==> src/rtl/pipeline_defs.sv <==
// rtl/pipeline_defs.sv - shared constants and fetch state encoding for the pipeline
// Purpose: single home for the NOP encoding, default reset PC, word size and
//          the IF-stage state enumeration used by fetch_stage.
// Ports:   none (package).
package pipeline_defs;

    // sll $0,$0,0
    localparam logic [31:0] NOP_INSTR        = 32'h0000_0000;
    localparam logic [31:0] RESET_PC_DEFAULT = 32'h0000_0000;
    localparam logic [31:0] WORD_BYTES       = 32'd4;

    typedef enum logic [1:0] {
        FS_IDLE = 2'd0,  // waiting one edge after reset release
        FS_RUN  = 2'd1,  // request outstanding for req_addr
        FS_HOLD = 2'd2,  // acked word parked in the hold buffer, no request
        FS_KILL = 2'd3   // request outstanding but stale, response discarded
    } fetch_state_e;

endpackage

==> src/rtl/if_id_reg.sv <==
// rtl/if_id_reg.sv - IF/ID pipeline register with load/flush/hold control
// Purpose: holds the instruction handed to decode plus its pc and pc+4.
// Ports:   clk, rst_n (async active-low)
//          load_i     capture instr_i/pc_i/pc_plus_i, mark valid
//          flush_i    replace instruction with NOP, mark bubble (pc fields kept)
//          neither    hold current contents
//          instruction_o, pc_o, pc_plus_o, valid_o  register outputs
module if_id_reg
    import pipeline_defs::*;
#(
    parameter logic [31:0] NOP = NOP_INSTR
) (
    input  logic        clk,
    input  logic        rst_n,
    input  logic        load_i,
    input  logic        flush_i,
    input  logic [31:0] instr_i,
    input  logic [31:0] pc_i,
    input  logic [31:0] pc_plus_i,
    output logic [31:0] instruction_o,
    output logic [31:0] pc_o,
    output logic [31:0] pc_plus_o,
    output logic        valid_o
);

    logic [31:0] instr_q, instr_d;
    logic [31:0] pc_q, pc_d;
    logic [31:0] pc_plus_q, pc_plus_d;
    logic        valid_q, valid_d;

    // Flush wins over load so a redirect can never leak a wrong-path word.
    always_comb begin
        instr_d   = instr_q;
        pc_d      = pc_q;
        pc_plus_d = pc_plus_q;
        valid_d   = valid_q;
        if (flush_i) begin
            instr_d = NOP;
            valid_d = 1'b0;
        end else if (load_i) begin
            instr_d   = instr_i;
            pc_d      = pc_i;
            pc_plus_d = pc_plus_i;
            valid_d   = 1'b1;
        end
    end

    always_ff @(posedge clk or negedge rst_n) begin
        if (!rst_n) begin
            instr_q   <= NOP;
            pc_q      <= 32'h0;
            pc_plus_q <= 32'h0;
            valid_q   <= 1'b0;
        end else begin
            instr_q   <= instr_d;
            pc_q      <= pc_d;
            pc_plus_q <= pc_plus_d;
            valid_q   <= valid_d;
        end
    end

    assign instruction_o = instr_q;
    assign pc_o          = pc_q;
    assign pc_plus_o     = pc_plus_q;
    assign valid_o       = valid_q;

endmodule

==> src/rtl/fetch_stage.sv <==
// rtl/fetch_stage.sv - MIPS32 IF stage: PC, imem req/ack fetch, IF/ID load
// Purpose: owns the fetch address, talks to instruction memory over req/ack,
//          and feeds the IF/ID register; honours stall and decode redirects.
// Ports:   clk, reset (async active-low)
//          stall                 hold IF/ID and PC this cycle
//          redirect, redirect_pc flush IF/ID and restart fetch at target
//          imem_req/imem_addr    request out, held until imem_ack
//          imem_ack/imem_rdata   one-cycle response from memory
//          instruction, pc, pc_plus, if_valid  IF/ID contents for decode
module fetch_stage
    import pipeline_defs::*;
#(
    parameter logic [31:0] RESET_PC = RESET_PC_DEFAULT,
    parameter logic [31:0] NOP      = NOP_INSTR
) (
    input  logic        clk,
    input  logic        reset,
    input  logic        stall,
    input  logic        redirect,
    input  logic [31:0] redirect_pc,
    output logic        imem_req,
    output logic [31:0] imem_addr,
    input  logic        imem_ack,
    input  logic [31:0] imem_rdata,
    output logic [31:0] instruction,
    output logic [31:0] pc,
    output logic [31:0] pc_plus,
    output logic        if_valid
);

    fetch_state_e state_q, state_d;
    logic [31:0]  req_addr_q, req_addr_d;  // address of the request in flight / next to issue
    logic [31:0]  target_q, target_d;      // redirect target remembered while in KILL
    logic [31:0]  buf_q, buf_d;            // word acked during a stall

    logic [31:0]  target_w;
    logic         ifid_load;
    logic         ifid_flush;
    logic [31:0]  ifid_instr;
    logic         unused_rpc_lsb;

    assign target_w       = {redirect_pc[31:2], 2'b00};
    assign unused_rpc_lsb = ^redirect_pc[1:0];

    always_comb begin
        state_d    = state_q;
        req_addr_d = req_addr_q;
        target_d   = target_q;
        buf_d      = buf_q;
        ifid_load  = 1'b0;
        ifid_instr = buf_q;

        unique case (state_q)
            FS_IDLE: begin
                state_d = FS_RUN;
            end
            FS_RUN: begin
                if (stall) begin
                    // Memory cannot be told to wait, so park the word.
                    if (imem_ack) begin
                        buf_d   = imem_rdata;
                        state_d = FS_HOLD;
                    end
                end else if (redirect) begin
                    if (imem_ack) begin
                        req_addr_d = target_w;
                    end else begin
                        // Request cannot be withdrawn; keep imem_addr steady
                        // and remember where to go once it completes.
                        target_d = target_w;
                        state_d  = FS_KILL;
                    end
                end else if (imem_ack) begin
                    ifid_load  = 1'b1;
                    ifid_instr = imem_rdata;
                    req_addr_d = req_addr_q + WORD_BYTES;
                end
            end
            FS_HOLD: begin
                if (!stall) begin
                    state_d = FS_RUN;
                    if (redirect) begin
                        req_addr_d = target_w;
                    end else begin
                        ifid_load  = 1'b1;
                        req_addr_d = req_addr_q + WORD_BYTES;
                    end
                end
            end
            FS_KILL: begin
                // Stall does not block consuming the stale ack: nothing is
                // loaded into IF/ID from this state anyway.
                if (redirect && !stall) begin
                    if (imem_ack) begin
                        req_addr_d = target_w;
                        state_d    = FS_RUN;
                    end else begin
                        target_d = target_w;
                    end
                end else if (imem_ack) begin
                    req_addr_d = target_q;
                    state_d    = FS_RUN;
                end
            end
            default: begin
                state_d = FS_IDLE;
            end
        endcase

        // With no stall the IF/ID either takes a new word or becomes a bubble.
        ifid_flush = !stall && !ifid_load;
    end

    always_ff @(posedge clk or negedge reset) begin
        if (!reset) begin
            state_q    <= FS_IDLE;
            req_addr_q <= RESET_PC;
            target_q   <= 32'h0;
            buf_q      <= 32'h0;
        end else begin
            state_q    <= state_d;
            req_addr_q <= req_addr_d;
            target_q   <= target_d;
            buf_q      <= buf_d;
        end
    end

    assign imem_req  = (state_q == FS_RUN) || (state_q == FS_KILL);
    assign imem_addr = imem_req ? req_addr_q : 32'h0;

    if_id_reg #(
        .NOP(NOP)
    ) u_if_id (
        .clk           (clk),
        .rst_n         (reset),
        .load_i        (ifid_load),
        .flush_i       (ifid_flush),
        .instr_i       (ifid_instr),
        .pc_i          (req_addr_q),
        .pc_plus_i     (req_addr_q + WORD_BYTES),
        .instruction_o (instruction),
        .pc_o          (pc),
        .pc_plus_o     (pc_plus),
        .valid_o       (if_valid)
    );

endmodule

==> config.mk <==
export PLATFORM = sky130hd
export DESIGN_NAME = fetch_stage
export DESIGN_NICKNAME = d
export VERILOG_FILES = /design/src/rtl/pipeline_defs.sv /design/src/rtl/if_id_reg.sv /design/src/rtl/fetch_stage.sv
export SDC_FILE = /design/constraint.sdc
export NUM_CORES = 1
export LEC_CHECK = 0
export CORE_ASPECT_RATIO = 0.5
export CORE_MARGIN = 8
export CORE_UTILIZATION = 50
export DETAILED_ROUTE_END_ITERATION = 10
export PLACE_DENSITY_LB_ADDON = 0.12
export SETUP_SLACK_MARGIN = 0.4
export SLEW_MARGIN = 20
export SYNTH_ARGS = -nofsm -noshare
export SYNTH_HDL_FRONTEND = slang
export SYNTH_SLANG_ARGS = --single-unit
==> constraint.sdc <==
create_clock -name clk -period 4.7 [get_ports clk]
set_clock_uncertainty 0.1 [all_clocks]
set_input_delay 1.41 -clock clk [delete_from_list [all_inputs] [get_ports clk]]
set_output_delay 1.41 -clock clk [all_outputs]
set_load 0.03 [all_outputs]
# After elaboration in Yosys (flattened, before gate mapping)
# Cells that the tools add are included.
word_totals:
  elab_cells: 73
  output_inout_bits: 130
  regBits: 195
op_classes:
  n_mux: 36
  bitwise: 1
  reduce_logical: 14
  n_eq_ne: 13
  n_addsub: 1
ops:
  columns: ["op", "n"]
  rows:
  - ["$mux W32", 19]
  - ["$pmux W32 S3", 1]
  - ["$pmux W32 S2", 1]
  - ["$add A32 B3 Y32 const B", 1]
  - ["$ne A3 B3 Y1 const B", 5]
  - ["$mux W2", 6]
  - ["$ne A2 B2 Y1 const B", 5]
  - ["$reduce_and A5 Y1", 2]
  - ["$pmux W2 S4", 1]
  - ["$mux W1", 7]
  - ["$eq A2 B2 Y1 const B", 2]
  - ["$reduce_and A2 Y1", 2]
  - ["$reduce_and A4 Y1", 1]
  - ["$reduce_bool A2 Y1", 2]
  - ["$reduce_bool A3 Y1", 1]
  - ["$eq A2 B1 Y1 const B", 1]
  - ["$logic_and A1 B1 Y1", 2]
  - ["$logic_not A1 Y1", 2]
  - ["$logic_not A2 Y1", 1]
  - ["$pmux W1 S2", 1]
  - ["$logic_or A1 B1 Y1", 1]
  - ["$not A1 Y1", 1]

# Depth between registers and ports, before layout
# Gate-level depths: netlist of run 1.
depth:
  ltp_word: 8
  depth_mapped: 10

# By module
# Synthesis of run 1 repeated with hierarchy kept, for this count alone.
hier_totals:
  hier_cells: 840
  hier_area_um2: 9918.3
modules_own_cells:
  columns: ["module", "cells_per_inst", "instances", "area_per_inst_um2", "seq_area_each_um2"]
  rows:
  - ["fetch_stage", 597, 1, 5905.7, 2402.3]
  - ["if_id_reg", 243, 1, 4012.6, 2427.3]

# Worst setup path after synthesis of run 1
# OpenSTA, ideal clock, no wires.
synth_timing:
  path_type: "in2reg"
  startpoint: "input port redirect"
  endpoint: "register u_if_id.pc_q[27], in the netlist u_if_id.pc_o[27]"
  setup_slack_ps: 1580
  t_arrival_ps: 2896
  path_buffers: 3
  path_stages: 7
  setup_time_ps: 125
  path_cell_list: "buf_2 nand2b_1 nor2_1 o21ai_0 buf_2 buf_2 mux2_2"
synth_via:
  elab_chain_cells: 7
  word_cells_on_any_way: 9
  classes_between: "5 x mux; 1 x bitwise; 3 x reduce/logical"
synth_rtl:
  columns: ["element", "line", "source"]
  rows:
  - ["start: declaration", "fetch_stage.sv:19", "input logic redirect,"]
  - ["$mux W1, on equally long branches", "fetch_stage.sv:82, fetch_stage.sv:64", null]
  - ["$mux W1, on equally long branches", "fetch_stage.sv:80, fetch_stage.sv:58", null]
  - ["$pmux W1 S2 *", "fetch_stage.sv:53", "unique case (state_q)"]
  - ["$logic_not A1 Y1", "fetch_stage.sv:111", "ifid_flush = !stall && !ifid_load;"]
  - ["$logic_and A1 B1 Y1", "fetch_stage.sv:111", null]
  - ["$not A1 Y1 (no line)", null, null]
  - ["$reduce_and A2 Y1 (no line) *", null, null]
  - ["end signal: assignment", "if_id_reg.sv:56", "pc_q <= pc_d;"]
  - ["end: declaration", "if_id_reg.sv:27", "logic [31:0] pc_q, pc_d;"]
# Every way passes the cells marked *; elsewhere a longest branch is shown, timed or not.
# A chain may end at the register's enable or synchronous reset.

# Final worst setup path of run 1
layout_timing:
  startpoint: "register state_q[0]"
  endpoint: "output port imem_addr[24]"
layout_via:
  elab_chain_cells: 3
  word_cells_on_any_way: 4
  classes_between: "2 x eq/ne; 1 x mux; 1 x reduce/logical"
layout_rtl:
  columns: ["element", "line", "source"]
  rows:
  - ["start: declaration", "fetch_stage.sv:31", "fetch_state_e state_q, state_d;"]
  - ["start signal: assignment", "fetch_stage.sv:121", "state_q <= state_d;"]
  - ["$eq A2 B1 Y1 / $eq A2 B2 Y1 (equally long branches)", "fetch_stage.sv:128", "assign imem_req = (state_q == FS_RUN) || (state_q == FS_KILL);"]
  - ["$logic_or A1 B1 Y1 *", "fetch_stage.sv:128", null]
  - ["$mux W32 *", "fetch_stage.sv:129", "assign imem_addr = imem_req ? req_addr_q : 32'h0;"]
  - ["end: declaration", "fetch_stage.sv:22", "output logic [31:0] imem_addr,"]
# Marked as above.

==> flow_summary.ini, run 1 <==
[status]
outcome = complete, no violations

[synth]
synth_adder_area_share_pct = 0.775
synth_top_family_by_area = multiplexers
synthCells = 929
avgSynthCellArea_um2 = 10.4
synth.area.top_cells = dfrtp_1, mux2_2, o21ai_0
synthMuxAreaShare_pct = 14.8
syn_nets = 1004
synth_xor_area_share_pct = 2.17
synth_flop_cell = dfrtp_1
synth_simple_gate_area_share_pct = 14.1
ys_seq_area_share_pct = 49.3
ys_types = 66
synth_edf_count = 0
synthesis.area_mm2 = 0.00969
yosys_warnings = 0
ys_ff_latch = 191
yosys.area.top_type = dfrtp_1
synth_async_sr_flop_share_pct = 100
synth-compound-area-share_pct = 14.4
netlist.area_leader.share_pct = 49.3

[placed_design]
gp_congestion = 0.871
dpl.hpwl_um = 20400
place_area_mm2 = 0.0119
portBuffers = 196

[drt]
drc = 0
wl_per_cell_um = 21.5
drtPass1Iterations = 5
viasPerCell = 5.89
num_vias = 8070
ant_nets = 0
wl_um = 29500
drt-initial-drc-count = 822

[min_path]
hold_start = u_if_id.pc_plus_o[11]$_DFFE_PN0P_
min_to = u_if_id.pc_plus_o[11]$_DFFE_PN0P_
whs_path_depth = 1
min_path_type = register to register

[finish]
final_common_cell = clkdlybuf4s50_1
final_area_mm2 = 0.0125
layout_common_cells = clkdlybuf4s50_1, dfrtp_1, nand2_1
drive_gt1_share_pct = 15.6
final_nets = 1166
diodes = 0
area_delta_synth_final_pct = 28.8
fill_cells = 1569
fin_util_pct = 64.9

[floorplan]
num_rows = 36
dieArea_mm2 = 0.0244
die_x_um = 213
initial_utilization_pct = 50.4
placeableCoreArea_mm2 = 0.0192
ios = 199
fp.dieH_um = 114

[sta]
worstMarginPinSlew_ps = 915
maxSlewHeadroom_pct = 39.0
tns_ps = 0
min_period_ps = 4160
hold_ws_ps = 380
finalCritPeriodShare_pct = 88.4
slew_viol_final = 0
final_hold_viol_count = 0
max_freq_mhz = 241
rsz0062_at_grt = false
final-setup-viol-count = 0

[setup_path]
worstSetupPathType = register to output port
required_ps = 3190
arrival_ps = 2650
r2r_end = req_addr_q[15]$_DFFE_PN0P_
r2r_start = state_q[0]$_DFFE_PN0P_
cp_max_fo = 18
r2r_cells = 7
end_kind = output port
critPathLaunchType = register
reg2reg_slack_ps = 1680
crit_start = state_q[0]$_DFFE_PN0P_

[grt]
first_global_vias = 8207
grt_pass1_wl_um = 46900
grtUsageTotal_pct = 24.6
grt_overflow = 0
antenna_found_initial = 0
grt_start_max_net_pins = 72

[power_and_ir_drop]
p_leak_uw = 0.00516
power_density_mw_per_mm2 = 671
irDropWorstVdd_v = 0.000395

[clock_tree]
cts_inserted_buffers = 17
cts_tree = yes
root_buffer = clkbuf_16
cts.sinks = 191
clk_latency_ps = 450
clk_pin_slew_ps = 70
cts_max_level = 4
cts_max_path_buffers = 2

[run]
drv_cap = 0
## layer usage
layer	vias up	wire [um]	track usage, %
met1	4042	13400	34.7
met2	328	13200	37.2
met4	0	300	5.63
li1	3675	-	-
met5	-	0	0
met3	25	2540	6.72
## cell type report
class,instances,area (um2),share of cell area [%]
clock buffers,20,457,3.66
clock inverters,12,124,0.993
inverters,17,63.8,0.511
multi-input cells,641,4530,36.3
flip-flops and latches,191,4780,38.3
well taps,266,333,2.67
repair buffers,223,2190,17.5
## cells in the mapped netlist (all sizes together) (4+ instances only)
cell	number
o2bb2ai	4
a211oi	4
nand3	17
a22oi	4
and4	4
and3	6
nor2	31
o21ai	96
a21boi	4
a21o	4
inv	17
a221oi	8
a22o	10
a211o	6
dfrtp	191
nand2	102
ha	6
nor3	24
nor4	12
xnor2	19
o22ai	5
mux2i	40
a222oi	12
xor2	5
nand2b	5
mux2	92
nor2b	30
a21oi	21
nand4	16
o31ai	8
o21a	4
clkbuf	39
o211ai	4
buf	42
## registers in the layout (all words and copies together) (netlist names)
register               flops
buf_q                     32
req_addr_q                32
state_q                    2
target_q                  30
u_if_id.instruction_o     32
u_if_id.pc_o              32
u_if_id.pc_plus_o         30
u_if_id.valid_o            1
## worst max-delay path by stage
stage,endpoint,cells past startpoint
5_1_grt,imem_addr[24],5
2_1_floorplan,u_if_id.pc_o[27]$_DFFE_PN0P_,7
3_5_place_dp,imem_addr[4],4
6_report,imem_addr[24],4
3_3_place_gp,imem_addr[5],4
4_1_cts,imem_addr[4],4
## repair_timing
item / 4_1_cts / 5_1_grt
buffers inserted: 0 / 0
gates resized for setup: 1 / 1
cloned: 1 / 0
setup endpoints to repair: 33 / 33
pin swaps: 1 / 1
hold buffers: 0 / 0
## cells by family after synthesis
logic type                 after synthesis
adders and majority gates                6
xor gates and xnor gates                24
buffers and inverters                   98
AOI/OAI and AO/OA                      213
muxes                                  132
and+or+nand+nor                        265
DFF                                    191
## power breakdown
part           total, uW  switching (uW)  internal [uW]
combinational       4020            2310           1710
sequential          2890             583           2310
clock               1460             684            772
total               8370            3580           4790
## worst max-delay path, cell delays in order (launching register included)
cell,delay (ps)
dfrtp_1,440
ha_1,410
nor2_4,570
nor2b_1,120
clkdlybuf4s50_1,640
## stage by stage
step,worst slack [ps],power [uW],std cells
2_1_floorplan,1580,5280,929
3_3_place_gp,750,6770,1337
3_5_place_dp,679,6890,1337
4_1_cts,407,8390,1370
5_1_grt,407,8840,1370
6_report,544,8370,1370
(Power assumes the default switching activity.)
==> run 2: changes to the inputs <==
- CAP_MARGIN: default -> 20
- CORE_MARGIN: 8 -> 2
==> flow_summary.ini, run 2 (synthesized netlist as in run 1, its figures left out) <==
[status]
outcome = complete, no violations

[setup_path]
arrival_ps = 2540
crit_cells = 6
r2r_start = state_q[0]$_DFFE_PN0P_
crit_start = state_q[1]$_DFFE_PN0P_
end_kind = output port
worstSetupPathType = register to output port
reg2reg_slack_ps = 1720
slowest_stage = clkdlybuf4s50_1
r2r_cells = 8
critPathCapture = imem_addr[15]
path_cells = inv_1 > ha_1 > nor2_2 > buf_4 > nor2b_1 > clkdlybuf4s50_1
cpPeakStageDelay_ps = 700
cp_num_buf_inv = 3
cp_max_fo = 23
cp_top_family = buffers and inverters
r2r_end = req_addr_q[25]$_DFFE_PN0P_
critPathLaunchType = register
required_ps = 3190

[sta]
min_period_ps = 4050
rsz0062_at_grt = false
max_freq_mhz = 247
slew_viol_final = 0
worstMarginPinSlew_ps = 1030
maxSlewHeadroom_pct = 30.9
finalCritPeriodShare_pct = 86.2
setup_slack_ps = 648
hold_ws_ps = 381
final_hold_viol_count = 0
final-setup-viol-count = 0
tns_ps = 0

[clock_tree]
clk_pin_slew_ps = 80
cts.sinks = 191
clk_latency_ps = 440
hold_buffers = 0
root_buffer = clkbuf_16
cts_tree = yes
cts_inserted_buffers = 17
cts_max_level = 4
ctsResizeCount = 0
cts_setup_buffers = 0
cts_max_path_buffers = 2

[finish]
area_delta_synth_final_pct = 28.3
fill_cells = 1478
layout_common_cells = clkdlybuf4s50_1, dfrtp_1, nand2_1
final_common_cell = clkdlybuf4s50_1
stdcell_count = 1363
drive_gt1_share_pct = 15.4
diodes = 0
multi_input_area_mm2 = 0.00451
fin_util_pct = 66.5
final_nets = 1166
seqCellArea_mm2 = 0.00478

[power_and_ir_drop]
p_leak_uw = 0.00514
power_density_mw_per_mm2 = 669
irDropWorstVdd_v = 0.000381

[placed_design]
place_inst = 1331
place_worst_setup_slack_ps = 647
portBuffers = 196
gp_congestion = 0.928
dpl.hpwl_um = 20100

[drt]
ant_nets = 0
viasPerCell = 5.95
drtPass1Iterations = 8
wl_um = 28600
num_vias = 8116
drt-initial-drc-count = 771
drc = 0
wl_per_cell_um = 21.0

[grt]
grt_start_max_net_pins = 92
antenna_found_initial = 0
grtUsageTotal_pct = 28.6
first_global_vias = 7855
grt_pass1_wl_um = 44900
grt_overflow = 0

[floorplan]
dieArea_mm2 = 0.0206
die_x_um = 201
num_rows = 35
placeableCoreArea_mm2 = 0.0187
ios = 199
initial_utilization_pct = 51.8
fp.dieH_um = 102

[run]
drv_cap = 0

[min_path]
min_path_type = register to register
==> run 2: report_power, final <==
group	switching, uW	internal (uW)
Sequential	590	2310
Combinational	2300	1710
Clock	706	700
Total	3600	4720
==> run 2: worst min-delay path: stages, from the launching register on <==
cell     delay, ps
dfrtp_1        350
nand2_1         50
o21ai_0         60
==> run 2: layout make-up <==
type                       instances  share of cell area, %
clock buffer                      19                   3.48
clock inverter                    13                  0.996
inverter                          17                  0.513
multi-input combinational        640                   36.3
sequential                       191                   38.4
tap                              259                   2.61
timing repair buffer             224                   17.7
==> run 2: worst min path at each step <==
| stage | startpoint | to | slack (ps) | cells past startpoint |
|---|---|---|---|---|
| final | u_if_id.pc_plus_o[7]$_DFFE_PN0P_ | u_if_id.pc_plus_o[7]$_DFFE_PN0P_ | 380 | 2 |
| after global routing | u_if_id.instruction_o[30]$_DFFE_PN0P_ | u_if_id.instruction_o[30]$_DFFE_PN0P_ | 400 | 2 |
| after CTS | u_if_id.pc_plus_o[7]$_DFFE_PN0P_ | u_if_id.pc_plus_o[7]$_DFFE_PN0P_ | 390 | 2 |
| after detailed placement | u_if_id.pc_plus_o[7]$_DFFE_PN0P_ | u_if_id.pc_plus_o[7]$_DFFE_PN0P_ | 370 | 2 |
| after global placement | u_if_id.pc_plus_o[26]$_DFFE_PN0P_ | u_if_id.pc_plus_o[26]$_DFFE_PN0P_ | 360 | 2 |
| after floorplan | target_q[30]$_DFFE_PN0P_ | target_q[30]$_DFFE_PN0P_ | 370 | 1 |
==> run 2: layer usage <==
layer	GRT usage [%]	vias up	routed length [um]
met4	7.64	0	378
met1	42.2	4006	13500
met3	5.93	41	2400
met5	0	-	0
met2	43.1	387	12400
li1	-	3682	-
==> run 2: metrics by stage <==
| step | instance area (um2) | total power [uW] |
|---|---|---|
| 3_3_place_gp | 11900 | 6800 |
| 5_1_grt | 12400 | 8760 |
| 6_report | 12400 | 8310 |
| 2_1_floorplan | 9690 | 5280 |
| 3_5_place_dp | 11900 | 6910 |
| 4_1_cts | 12400 | 8320 |
==> run 3: changes to the inputs <==
- ABC_CLOCK_PERIOD_IN_PS: default -> 4700
- REMOVE_ABC_BUFFERS: default -> 1
- SYNTH_HIERARCHICAL: default -> 1
==> flow_summary.ini, run 3 <==
[status]
outcome = complete, no violations

[power_and_ir_drop]
swShare_pct = 39.6
p_int_uw = 5140
power_density_mw_per_mm2 = 671
p_seq_share_pct = 34.1
irDropWorstVdd_v = 0.000345
combPwrFrac_pct = 48.1
p_leak_uw = 0.00533
power_frac_clock_pct = 17.8
power.total_uw = 8510
switchingPower_uw = 3370

[synth]
ys_ff_latch = 193
synth_top_family_by_area = multiplexers
synthesis.area_mm2 = 0.00992
synthMuxAreaShare_pct = 24.4
synth_async_sr_flop_share_pct = 100
yosys_warnings = 6
synth_common_cells = dfrtp_1, mux2_2, nor2_1, mux2_4, mux2i_1
synth_most_common_cell = dfrtp_1
synth_xor_area_share_pct = 2.38
yosys.area.top_type = dfrtp_1
synth_edf_count = 0
avgSynthCellArea_um2 = 11.8
synth-compound-area-share_pct = 8.88
synth_flop_cell = dfrtp_1
synth.area.top_cells = dfrtp_1, mux2_2, mux2_4
synth_simple_gate_area_share_pct = 10.7
ys_types = 61
synthCells = 840
synth_adder_area_share_pct = 0.631
ys_seq_area_share_pct = 48.7
netlist.area_leader.share_pct = 48.7

[sta]
worstMarginPinSlew_ps = 883
setup_slack_ps = 707
final_hold_viol_count = 0
min_period_ps = 3990
slew_viol_final = 0
rsz0062_at_grt = false
final-setup-viol-count = 0
finalCritPeriodShare_pct = 84.9
max_freq_mhz = 250
maxSlewHeadroom_pct = 41.1

[drt]
drt-initial-drc-count = 510
num_vias = 7346
ant_nets = 0
drtPass1Iterations = 7
drc = 0
wl_per_cell_um = 19.9
wl_um = 25800
viasPerCell = 5.68

[clock_tree]
hold_buffers = 0
clk_latency_ps = 440
cts_inserted_buffers = 17
cts.sinks = 193
cts_max_level = 4
cts_max_path_buffers = 2
root_buffer = clkbuf_16
clk_pin_slew_ps = 70
cts_tree = yes

[placed_design]
place_area_mm2 = 0.0120
place_worst_setup_slack_ps = 680
portBuffers = 196
place_inst = 1259
dpl.hpwl_um = 17000
gp_congestion = 0.863

[setup_path]
reg2reg_slack_ps = 1610
end_kind = output port
worstSetupPathType = register to output port
cp_max_fo = 18
required_ps = 3190
arrival_ps = 2480
critPathLaunchType = register

[finish]
fin_util_pct = 65.1
stdcell_count = 1294
drive_gt1_share_pct = 22.4
area_delta_synth_final_pct = 27.8
final_nets = 1088
final_area_mm2 = 0.0127
final_common_cell = clkdlybuf4s50_1
layout_common_cells = clkdlybuf4s50_1, dfrtp_1, mux2_2

[min_path]
min_path_type = register to register

[floorplan]
placeableCoreArea_mm2 = 0.0195
fp.dieH_um = 104
ios = 199
initial_utilization_pct = 51.0
num_rows = 36
dieArea_mm2 = 0.0210
die_x_um = 203

[grt]
antenna_found_initial = 0
grtUsageTotal_pct = 25.1
grt_pass1_wl_um = 41100
grt_overflow = 0
first_global_vias = 7491
grt_start_max_net_pins = 79

[run]
drv_cap = 0
[run 3: cell types whose count changed after synthesis, moves of 5 or more]
cell,change
nand2_1,-65
a211o_1,-5
buf_2,-16
o21ai_0,-59
buf_4,-5
nor3_1,-9
xor2_1,+6
mux2_2,+8
nor2_1,+39
mux2_4,+60
o31ai_1,-5
buf_12,+6
[run 3: metrics by stage]
stage | hold WS (ps) | TNS, ps
2_1_floorplan | 374 | -269150
3_3_place_gp | 381 | 0
3_5_place_dp | 388 | 0
4_1_cts | 407 | 0
5_1_grt | 418 | 0
6_report | 407 | 0
[run 3: cells by family (layout without fill, tap and decap cells)]
| group | Yosys count | in the layout |
|---|---|---|
| fa+ha+maj | 5 | 5 |
| other cells | 0 | 1 |
| compound gates | 130 | 130 |
| xor+xnor | 27 | 27 |
| simple gates | 210 | 210 |
| flops | 193 | 193 |
| buf+inv | 76 | 263 |
| mux | 199 | 199 |
[run 3: repair_timing]
| action | CTS | global route |
|---|---|---|
| resized for setup | 0 | 0 |
| buffers inserted | 0 | 2 |
| endpoints found under the setup margin | 0 | 17 |
[run 3: cell type report]
type | count | area, um2
multi-input combinational | 571 | 4690
clock buffer | 20 | 457
fill | 1585 | 6790
clock inverter | 12 | 156
timing repair buffer | 218 | 2160
antenna | 1 | 2.50
tap | 266 | 333
inverter | 13 | 48.8
sequential | 193 | 4830
[run 3: power groups by stage]
stage	combinational (uW)	sequential (uW)	clock, uW
after global routing	4360	3000	1610
final	4090	2900	1510
after CTS	4090	2900	1540
after global placement	3990	2880	0
after floorplan	2090	3290	0
after detailed placement	4060	2910	0
[run 3: worst paths after layout]
kind / startpoint / depth (start not counted) / to
min reg2reg: buf_q[10]$_DFFE_PN0P_ / 1 / buf_q[10]$_DFFE_PN0P_
min in group asynchronous: reset / 1 / buf_q[5]$_DFFE_PN0P_
min: buf_q[10]$_DFFE_PN0P_ / 1 / buf_q[10]$_DFFE_PN0P_
max reg2reg: state_q[0]$_DFFE_PN0P_ / 9 / u_if_id/pc_plus_o[31]$_DFFE_PN0P_
max: state_q[1]$_DFFE_PN0P_ / 6 / imem_addr[13]
max in group asynchronous: reset / 2 / buf_q[22]$_DFFE_PN0P_
[run 3: critical path: stages, from the launching register on]
cell             delay, ps
dfrtp_1                400
inv_1                  110
ha_1                   350
nor2_4                 110
buf_4                  230
nor2_1                 150
clkdlybuf4s50_1        700
[run 3: metal layers]
layer	part of all wire, %	track usage [%]	up-vias
met4	1.6	8.03	0
met3	8.2	8.06	31
li1	-	-	3360
met5	0	0	-
met1	45	34.0	3714
met2	46	38.3	241
